### src/rtl/ahb_pkg.sv
// Shared AHB definitions: transfer/burst/response encodings, slave FSM states
// and burst geometry helpers.
package ahb_pkg;

    localparam logic [1:0] HTRANS_IDLE   = 2'b00;
    localparam logic [1:0] HTRANS_BUSY   = 2'b01;
    localparam logic [1:0] HTRANS_NONSEQ = 2'b10;
    localparam logic [1:0] HTRANS_SEQ    = 2'b11;

    localparam logic [2:0] HBURST_SINGLE = 3'b000;
    localparam logic [2:0] HBURST_INCR   = 3'b001;
    localparam logic [2:0] HBURST_WRAP4  = 3'b010;
    localparam logic [2:0] HBURST_INCR4  = 3'b011;
    localparam logic [2:0] HBURST_WRAP8  = 3'b100;
    localparam logic [2:0] HBURST_INCR8  = 3'b101;
    localparam logic [2:0] HBURST_WRAP16 = 3'b110;
    localparam logic [2:0] HBURST_INCR16 = 3'b111;

    localparam logic HRESP_OKAY  = 1'b0;
    localparam logic HRESP_ERROR = 1'b1;

    typedef enum logic [1:0] {
        ST_IDLE,
        ST_ACCESS,
        ST_ERR1,
        ST_ERR2
    } slave_state_e;

    // Undefined-length INCR reports 0 beats.
    function automatic logic [4:0] burst_beats(input logic [2:0] burst);
        case (burst)
            HBURST_SINGLE:               burst_beats = 5'd1;
            HBURST_WRAP4, HBURST_INCR4:  burst_beats = 5'd4;
            HBURST_WRAP8, HBURST_INCR8:  burst_beats = 5'd8;
            HBURST_WRAP16, HBURST_INCR16: burst_beats = 5'd16;
            default:                     burst_beats = 5'd0;
        endcase
    endfunction

    function automatic logic burst_is_wrap(input logic [2:0] burst);
        return (burst[0] == 1'b0) && (burst != HBURST_SINGLE);
    endfunction

    function automatic logic [11:0] wrap_mask(input logic [2:0] burst, input logic [2:0] size);
        return ({7'd0, burst_beats(burst)} << size) - 12'd1;
    endfunction

endpackage

### src/rtl/ahb_slave_burst_chk.sv
// Tracks the beat counter and previous address of the current burst and
// flags whether the SEQ address phase on the bus continues it correctly.
module ahb_slave_burst_chk
    import ahb_pkg::*;
#(
    parameter int AHB_ADDR_WIDTH = 32
) (
    input  logic                      ahb_clk_in,
    input  logic                      ahb_rstn_in,
    input  logic                      take,
    input  logic                      clear,
    input  logic [1:0]                trans,
    input  logic [2:0]                burst,
    input  logic [2:0]                size,
    input  logic [AHB_ADDR_WIDTH-1:0] addr,
    output logic                      seq_ok
);

    localparam int AW = AHB_ADDR_WIDTH;

    logic          active_reg;
    logic [3:0]    beat_cnt_reg;
    logic [AW-1:0] prev_addr_reg;
    logic [2:0]    prev_size_reg;
    logic [2:0]    prev_burst_reg;

    logic [AW-1:0] incr;
    logic [AW-1:0] lin_next;
    logic [AW-1:0] wrap_m;
    logic [AW-1:0] exp_addr;
    logic [4:0]    beats;

    assign beats    = burst_beats(burst);
    assign incr     = AW'(1) << prev_size_reg;
    assign lin_next = prev_addr_reg + incr;
    assign wrap_m   = AW'(wrap_mask(prev_burst_reg, prev_size_reg));
    assign exp_addr = burst_is_wrap(prev_burst_reg)
                    ? ((prev_addr_reg & ~wrap_m) | (lin_next & wrap_m))
                    : lin_next;

    // Fixed-length bursts run out of beats at 0; INCR never does.
    always_comb begin
        seq_ok = 1'b1;
        if (trans == HTRANS_SEQ) begin
            seq_ok = active_reg
                  && (burst == prev_burst_reg)
                  && (size == prev_size_reg)
                  && (addr == exp_addr)
                  && !((prev_burst_reg != HBURST_INCR) && (beat_cnt_reg == 4'd0));
        end
    end

    always_ff @(posedge ahb_clk_in or negedge ahb_rstn_in) begin
        if (!ahb_rstn_in) begin
            active_reg     <= 1'b0;
            beat_cnt_reg   <= 4'd0;
            prev_addr_reg  <= '0;
            prev_size_reg  <= 3'd0;
            prev_burst_reg <= 3'd0;
        end else if (clear) begin
            active_reg   <= 1'b0;
            beat_cnt_reg <= 4'd0;
        end else if (take) begin
            prev_addr_reg <= addr;
            if (trans == HTRANS_NONSEQ) begin
                active_reg     <= 1'b1;
                prev_size_reg  <= size;
                prev_burst_reg <= burst;
                beat_cnt_reg   <= (beats == 5'd0) ? 4'd0 : 4'(beats - 5'd1);
            end else if (beat_cnt_reg != 4'd0) begin
                beat_cnt_reg <= beat_cnt_reg - 4'd1;
            end
        end
    end

endmodule

### src/rtl/ahb_slave_if.sv
// AHB slave front end: validates address phases, forwards accepted transfers
// to a valid/ready backend and generates wait states and two-cycle ERRORs.
module ahb_slave_if
    import ahb_pkg::*;
#(
    parameter int AHB_ADDR_WIDTH = 32,
    parameter int AHB_DATA_WIDTH = 32,
    parameter int WAIT_TIMEOUT   = 16
) (
    input  logic                      ahb_clk_in,
    input  logic                      ahb_rstn_in,
    input  logic                      ahb_sel_in,
    input  logic [AHB_ADDR_WIDTH-1:0] ahb_addr_in,
    input  logic [1:0]                ahb_trans_in,
    input  logic [2:0]                ahb_burst_in,
    input  logic [2:0]                ahb_size_in,
    input  logic                      ahb_write_in,
    input  logic [AHB_DATA_WIDTH-1:0] ahb_wdata_in,
    input  logic                      ahb_ready_in,
    output logic                      ahb_readyout_out,
    output logic                      ahb_resp_out,
    output logic [AHB_DATA_WIDTH-1:0] ahb_rdata_out,
    output logic                      other_valid_out,
    output logic [AHB_ADDR_WIDTH-1:0] other_addr_out,
    output logic                      other_write_out,
    output logic [2:0]                other_size_out,
    output logic [AHB_DATA_WIDTH-1:0] other_wdata_out,
    input  logic                      other_ready_in,
    input  logic                      other_error_in,
    input  logic [AHB_DATA_WIDTH-1:0] other_rdata_in
);

    localparam int MAX_SIZE = $clog2(AHB_DATA_WIDTH / 8);
    localparam int WCW      = (WAIT_TIMEOUT > 0) ? $clog2(WAIT_TIMEOUT + 1) : 1;
    localparam logic [WCW-1:0] WAIT_LAST = (WAIT_TIMEOUT > 0) ? WCW'(WAIT_TIMEOUT - 1) : '0;

    slave_state_e              state_reg;
    logic [WCW-1:0]            wait_cnt_reg;
    logic [AHB_ADDR_WIDTH-1:0] addr_reg;
    logic                      write_reg;
    logic [2:0]                size_reg;
    logic [AHB_DATA_WIDTH-1:0] rdata_reg;

    logic       accept, size_ok, align_ok, seq_ok, phase_ok;
    logic       data_done, timeout_hit, addr_slot, take, go_err;
    logic [7:0] low_mask;

    assign accept    = ahb_sel_in & ahb_ready_in & ahb_trans_in[1];
    assign size_ok   = (ahb_size_in <= 3'(MAX_SIZE));
    assign low_mask  = (8'd1 << ahb_size_in) - 8'd1;
    assign align_ok  = ((ahb_addr_in[7:0] & low_mask) == 8'd0);
    assign phase_ok  = size_ok & align_ok & seq_ok;

    assign data_done   = (state_reg == ST_ACCESS) & other_ready_in;
    assign timeout_hit = (WAIT_TIMEOUT != 0) && (state_reg == ST_ACCESS) && !other_ready_in
                      && (wait_cnt_reg == WAIT_LAST);
    // A new address phase can only be taken while the bus sees us ready.
    assign addr_slot = (state_reg == ST_IDLE) || (state_reg == ST_ERR2)
                    || (data_done && !other_error_in);
    assign take      = addr_slot & accept;
    assign go_err    = (take & ~phase_ok) | (data_done & other_error_in) | timeout_hit;

    ahb_slave_burst_chk #(
        .AHB_ADDR_WIDTH(AHB_ADDR_WIDTH)
    ) u_burst_chk (
        .ahb_clk_in (ahb_clk_in),
        .ahb_rstn_in(ahb_rstn_in),
        .take       (take & phase_ok),
        .clear      (go_err),
        .trans      (ahb_trans_in),
        .burst      (ahb_burst_in),
        .size       (ahb_size_in),
        .addr       (ahb_addr_in),
        .seq_ok     (seq_ok)
    );

    always_ff @(posedge ahb_clk_in or negedge ahb_rstn_in) begin
        if (!ahb_rstn_in) begin
            state_reg    <= ST_IDLE;
            wait_cnt_reg <= '0;
            addr_reg     <= '0;
            write_reg    <= 1'b0;
            size_reg     <= 3'd0;
            rdata_reg    <= '0;
        end else begin
            wait_cnt_reg <= '0;
            if (take) begin
                addr_reg  <= ahb_addr_in;
                write_reg <= ahb_write_in;
                size_reg  <= ahb_size_in;
            end
            case (state_reg)
                ST_IDLE, ST_ERR2: begin
                    if (take) state_reg <= phase_ok ? ST_ACCESS : ST_ERR1;
                    else      state_reg <= ST_IDLE;
                end
                ST_ACCESS: begin
                    if (other_ready_in) begin
                        if (other_error_in) begin
                            state_reg <= ST_ERR1;
                        end else begin
                            rdata_reg <= write_reg ? '0 : other_rdata_in;
                            if (take) state_reg <= phase_ok ? ST_ACCESS : ST_ERR1;
                            else      state_reg <= ST_IDLE;
                        end
                    end else if (timeout_hit) begin
                        state_reg <= ST_ERR1;
                    end else if (WAIT_TIMEOUT != 0) begin
                        wait_cnt_reg <= wait_cnt_reg + WCW'(1);
                    end
                end
                ST_ERR1: state_reg <= ST_ERR2;
                default: state_reg <= ST_IDLE;
            endcase
        end
    end

    always_comb begin
        ahb_readyout_out = 1'b1;
        ahb_resp_out     = HRESP_OKAY;
        case (state_reg)
            ST_ACCESS: ahb_readyout_out = other_ready_in & ~other_error_in;
            ST_ERR1: begin
                ahb_readyout_out = 1'b0;
                ahb_resp_out     = HRESP_ERROR;
            end
            ST_ERR2: ahb_resp_out = HRESP_ERROR;
            default: ;
        endcase
    end

    // Read data bypasses the register in the completing cycle and is held after.
    assign ahb_rdata_out   = (data_done && !other_error_in && !write_reg) ? other_rdata_in : rdata_reg;
    assign other_valid_out = (state_reg == ST_ACCESS);
    assign other_addr_out  = addr_reg;
    assign other_write_out = write_reg;
    assign other_size_out  = size_reg;
    assign other_wdata_out = (state_reg == ST_ACCESS) ? ahb_wdata_in : '0;

endmodule

### config.mk
export PLATFORM = sky130hd
export DESIGN_NAME = ahb_slave_if
export DESIGN_NICKNAME = d
export VERILOG_FILES = /design/src/rtl/ahb_pkg.sv /design/src/rtl/ahb_slave_burst_chk.sv /design/src/rtl/ahb_slave_if.sv
export SDC_FILE = /design/constraint.sdc
export NUM_CORES = 1
export LEC_CHECK = 0
export CORE_MARGIN = 3
export CORE_UTILIZATION = 45
export DETAILED_ROUTE_END_ITERATION = 10
export PLACE_DENSITY = 0.81
export REMOVE_ABC_BUFFERS = 1
export SLEW_MARGIN = 20
export SYNTH_ARGS = -nofsm -noshare
export SYNTH_HDL_FRONTEND = slang
export SYNTH_HIERARCHICAL = 1
export SYNTH_SLANG_ARGS = --single-unit
### constraint.sdc
create_clock -name ahb_clk_in -period 5.6 [get_ports ahb_clk_in]
set_clock_uncertainty 0.2 [all_clocks]
set_input_delay 0.84 -clock ahb_clk_in [delete_from_list [all_inputs] [get_ports ahb_clk_in]]
set_output_delay 0.84 -clock ahb_clk_in [all_outputs]
set_load 0.01 [all_outputs]
==> flow_summary.ini <==
[grt]
antenna_found_initial = 0
grt.total_usage = 0.2361
grt_pass1_wl_um = 33720
grt_pass1_vias = 6349
overflow = 0
grt_max_degree = 49

[logic_synthesis]
yosys.area_share.simple = 0.1514
synthCells = 691
ys_seq_elements = 118
synth_compound_area_frac = 0.1307
yosysUniqueCellTypes = 68
synth_xor_area_frac = 0.07091
synth_mux_area_frac = 0.1798
synth-edff-count = 0
ys_seq_area_frac = 0.4052
avgSynthCellArea_um2 = 10.55
yosysWarnings = 6
synth_top_family_by_area = multiplexers
synth_area_um2 = 7287
synth_ff_type = dfrtp_1
synthArstFlopShare = 1.000
synthAdderAreaFrac = 0.02988

[power]
clkPwrFrac = 0.235
switching_share = 0.3402
seqPwrFrac = 0.318
comb_power_share = 0.446
powerDensity_nw_per_um2 = 472.4
p_sw_mw = 1.651
power.leakage_nw = 4.389
vdd_drop_max_v = 0.0002798
p_int_mw = 3.201

[timing]
maxSlewHeadroom = 0.5582
layout_min_cycle_time_ns = 5.095
rsz0062_at_grt = false
worst_slew_pin_slew_ns = 0.6557
drv_slew = 0
setup_viol = 0
max_freq_mhz = 196.3
finalCritPeriodShare = 0.9098
hold_violations = 0

[critical_path]
worstPathMaxFanout = 35
start_kind = flip-flop
critical_path_class = flip-flop to flip-flop
critPathArrivalTime_ns = 5.19
required_ns = 5.69
endpoint_kind = flip-flop

[flow_run]
cap_viol_max_count = 0

[clock_tree]
post_cts_resize_count = 0
numCtsBuffers = 17
cts.clk_slew.worst_paths_ns = 0.06
clkLatencyLatePin_ns = 0.41
cts_setup_buffers = 0
clk_path_buf_depth = 2
numClockSinks = 118
tritoncts = built
holdBufCountCts = 0
cts.root.buffer_cell = clkbuf_16
htreeDepth = 4

[placement]
port_buffers = 213
dp_hpwl_um = 15090
dpl-instance-area_um2 = 9647
dp_cells = 1095
gp_routability_congestion = 0.9028

[routing]
num_vias = 6209
wl_per_cell_um = 18.15
drt-total-wl_um = 20460
route.detailed.vias_per_inst = 5.509
ant_nets = 0
dr.pass1.iters = 5
drt_iter0_markers = 406
drcViolationCount = 0

[final_layout]
area_delta_synth_final_pct = 40.93
final_layout_size_suffix_gt1_frac = 0.1779
design_area_um2 = 10270
fin_nets = 1030
layout.cells.non_filler = 1127
nFillCells = 1234
n_antenna_cell = 0

[die]
fp.coreArea_um2 = 15540
initial_core_util = 0.4689
num_io_pins = 214
row_count = 45
die_w_um = 133.3
die_area_um2 = 17760
die_y_um = 133.3

[run_status]
outcome = completed

[min_path]
holdCritPathClass = primary input to async pin
[power by group through the flow]
| stage | Sequential, mW | Clock, mW | Combinational [mW] |
|---|---|---|---|
| after floorplan | 1.55 | 0 | 1.15 |
| after global placement | 1.52 | 0 | 2.13 |
| after detailed placement | 1.54 | 0 | 2.16 |
| after CTS | 1.54 | 1.16 | 2.18 |
| after global routing | 1.60 | 1.20 | 2.34 |
| final | 1.54 | 1.14 | 2.17 |
[final cells by class]
type,instances,area [µm²],area share
tap,211,264.0,0.02571
sequential,118,2953,0.2875
clock buffer,19,452.9,0.04410
clock inverter,13,170.2,0.01657
inverter,17,63.81,0.006213
timing repair buffer,229,2262,0.2203
multi-input combinational,520,4104,0.3996
[path summary, 6_finish.rpt]
check                                                    startpoint                                  endpoint  slack, ns  cells past startpoint
max                        u_burst_chk/prev_size_reg[0]$_DFFE_PN0P_  u_burst_chk/prev_addr_reg[4]$_DFFE_PN0P_       0.50                     18
min reg2reg                               wait_cnt_reg[0]$_DFF_PN0_                 wait_cnt_reg[0]$_DFF_PN0_       0.27                      1
max reg2reg                u_burst_chk/prev_size_reg[0]$_DFFE_PN0P_  u_burst_chk/prev_addr_reg[4]$_DFFE_PN0P_       0.50                     18
min                                                     ahb_rstn_in             other_addr_out[6]$_DFFE_PN0P_       0.25                      1
max in group asynchronous                               ahb_rstn_in             other_size_out[0]$_DFFE_PN0P_       3.93                      2
min in group ahb_clk_in                   wait_cnt_reg[0]$_DFF_PN0_                 wait_cnt_reg[0]$_DFF_PN0_       0.27                      1
[synthesized netlist by cell type (4+ instances only)]
master | instances | area, µm²
nand2b_1 | 5 | 31.28
buf_1 | 4 | 15.01
mux2_4 | 19 | 285.3
clkbuf_1 | 21 | 78.83
nor2_1 | 27 | 101.4
mux2i_1 | 9 | 90.09
nand2_1 | 37 | 138.9
a311oi_1 | 4 | 35.03
a31oi_1 | 4 | 25.02
a21oi_1 | 17 | 85.08
nand3_1 | 19 | 95.09
nor3_1 | 17 | 85.08
inv_1 | 17 | 63.81
a22o_1 | 33 | 289.0
buf_2 | 7 | 35.03
ha_1 | 15 | 187.7
and3_1 | 6 | 37.54
nand4_1 | 7 | 43.79
o21ai_0 | 34 | 170.2
and2_1 | 37 | 231.5
nor3b_1 | 8 | 60.06
a21o_1 | 7 | 52.55
o31ai_1 | 6 | 45.04
xnor2_1 | 26 | 227.7
xor2_1 | 33 | 289.0
dfrtp_1 | 118 | 2953
mux2_2 | 83 | 934.7
nor2b_1 | 10 | 62.56
[cells in the final DEF, fill, tap and decap left out, drive strengths merged, types with 5 or more instances in the layout]
cell type / instances
nor2b: 10
nor3: 18
clkdlybuf4s50: 212
xnor2: 26
a21oi: 17
ha: 15
dfrtp: 118
a21o: 7
a22o: 33
o21ai: 35
and3: 6
nand2b: 5
nand3: 19
mux2: 102
nand2: 38
nand4: 7
buf: 17
o31ai: 6
mux2i: 9
inv: 20
and2: 37
xor2: 33
nor2: 29
nor3b: 8
clkinvlp: 5
clkbuf: 19
[routing by layer]
layer / wire, µm / GRT usage
met1: 9029 / 0.3190
met2: 9765 / 0.3733
met3: 1355 / 0.06684
met4: 305 / 0.06686
met5: 0 / 0
[stage by stage]
stage                     utilization  setup slack (ns)  setup TNS (ns)  hold slack [ns]  total power, mW
final                          0.6609            0.5049               0           0.2451            4.852
after floorplan                     -           -0.6460          -13.82           0.2329            2.693
after global routing           0.6609           0.08009               0           0.2854            5.148
after CTS                      0.6609            0.5196               0           0.2733            4.879
after detailed placement       0.6208            0.5403               0           0.2554            3.702
after global placement         0.6208            0.6495               0           0.2528            3.653
[cells by family (layout without fill, tap and decap cells)]
family / count (synthesis) / after routing
flops: 118 / 118
xor+xnor: 59 / 59
simple gates: 198 / 198
compound gates: 135 / 135
buf+inv: 53 / 278
mux: 111 / 111
fa+ha+maj: 17 / 17
[critical path, stage by stage (launching register included)]
cell	delay (ns)
dfrtp_1	0.49
nor3_1	0.43
ha_1	0.27
fa_1	0.25
a211oi_1	0.12
o311a_1	0.33
or4_1	0.55
o31ai_1	0.26
nand2_1	0.08
nor3_1	0.18
nand4_1	0.13
o31ai_1	0.26
nor2b_1	0.16
o21ai_0	0.14
nand2b_1	0.12
o21ai_0	0.15
nor2b_2	0.24
buf_12	0.24
mux2_2	0.36
No activity file was read; power rests on OpenSTA's default activity.
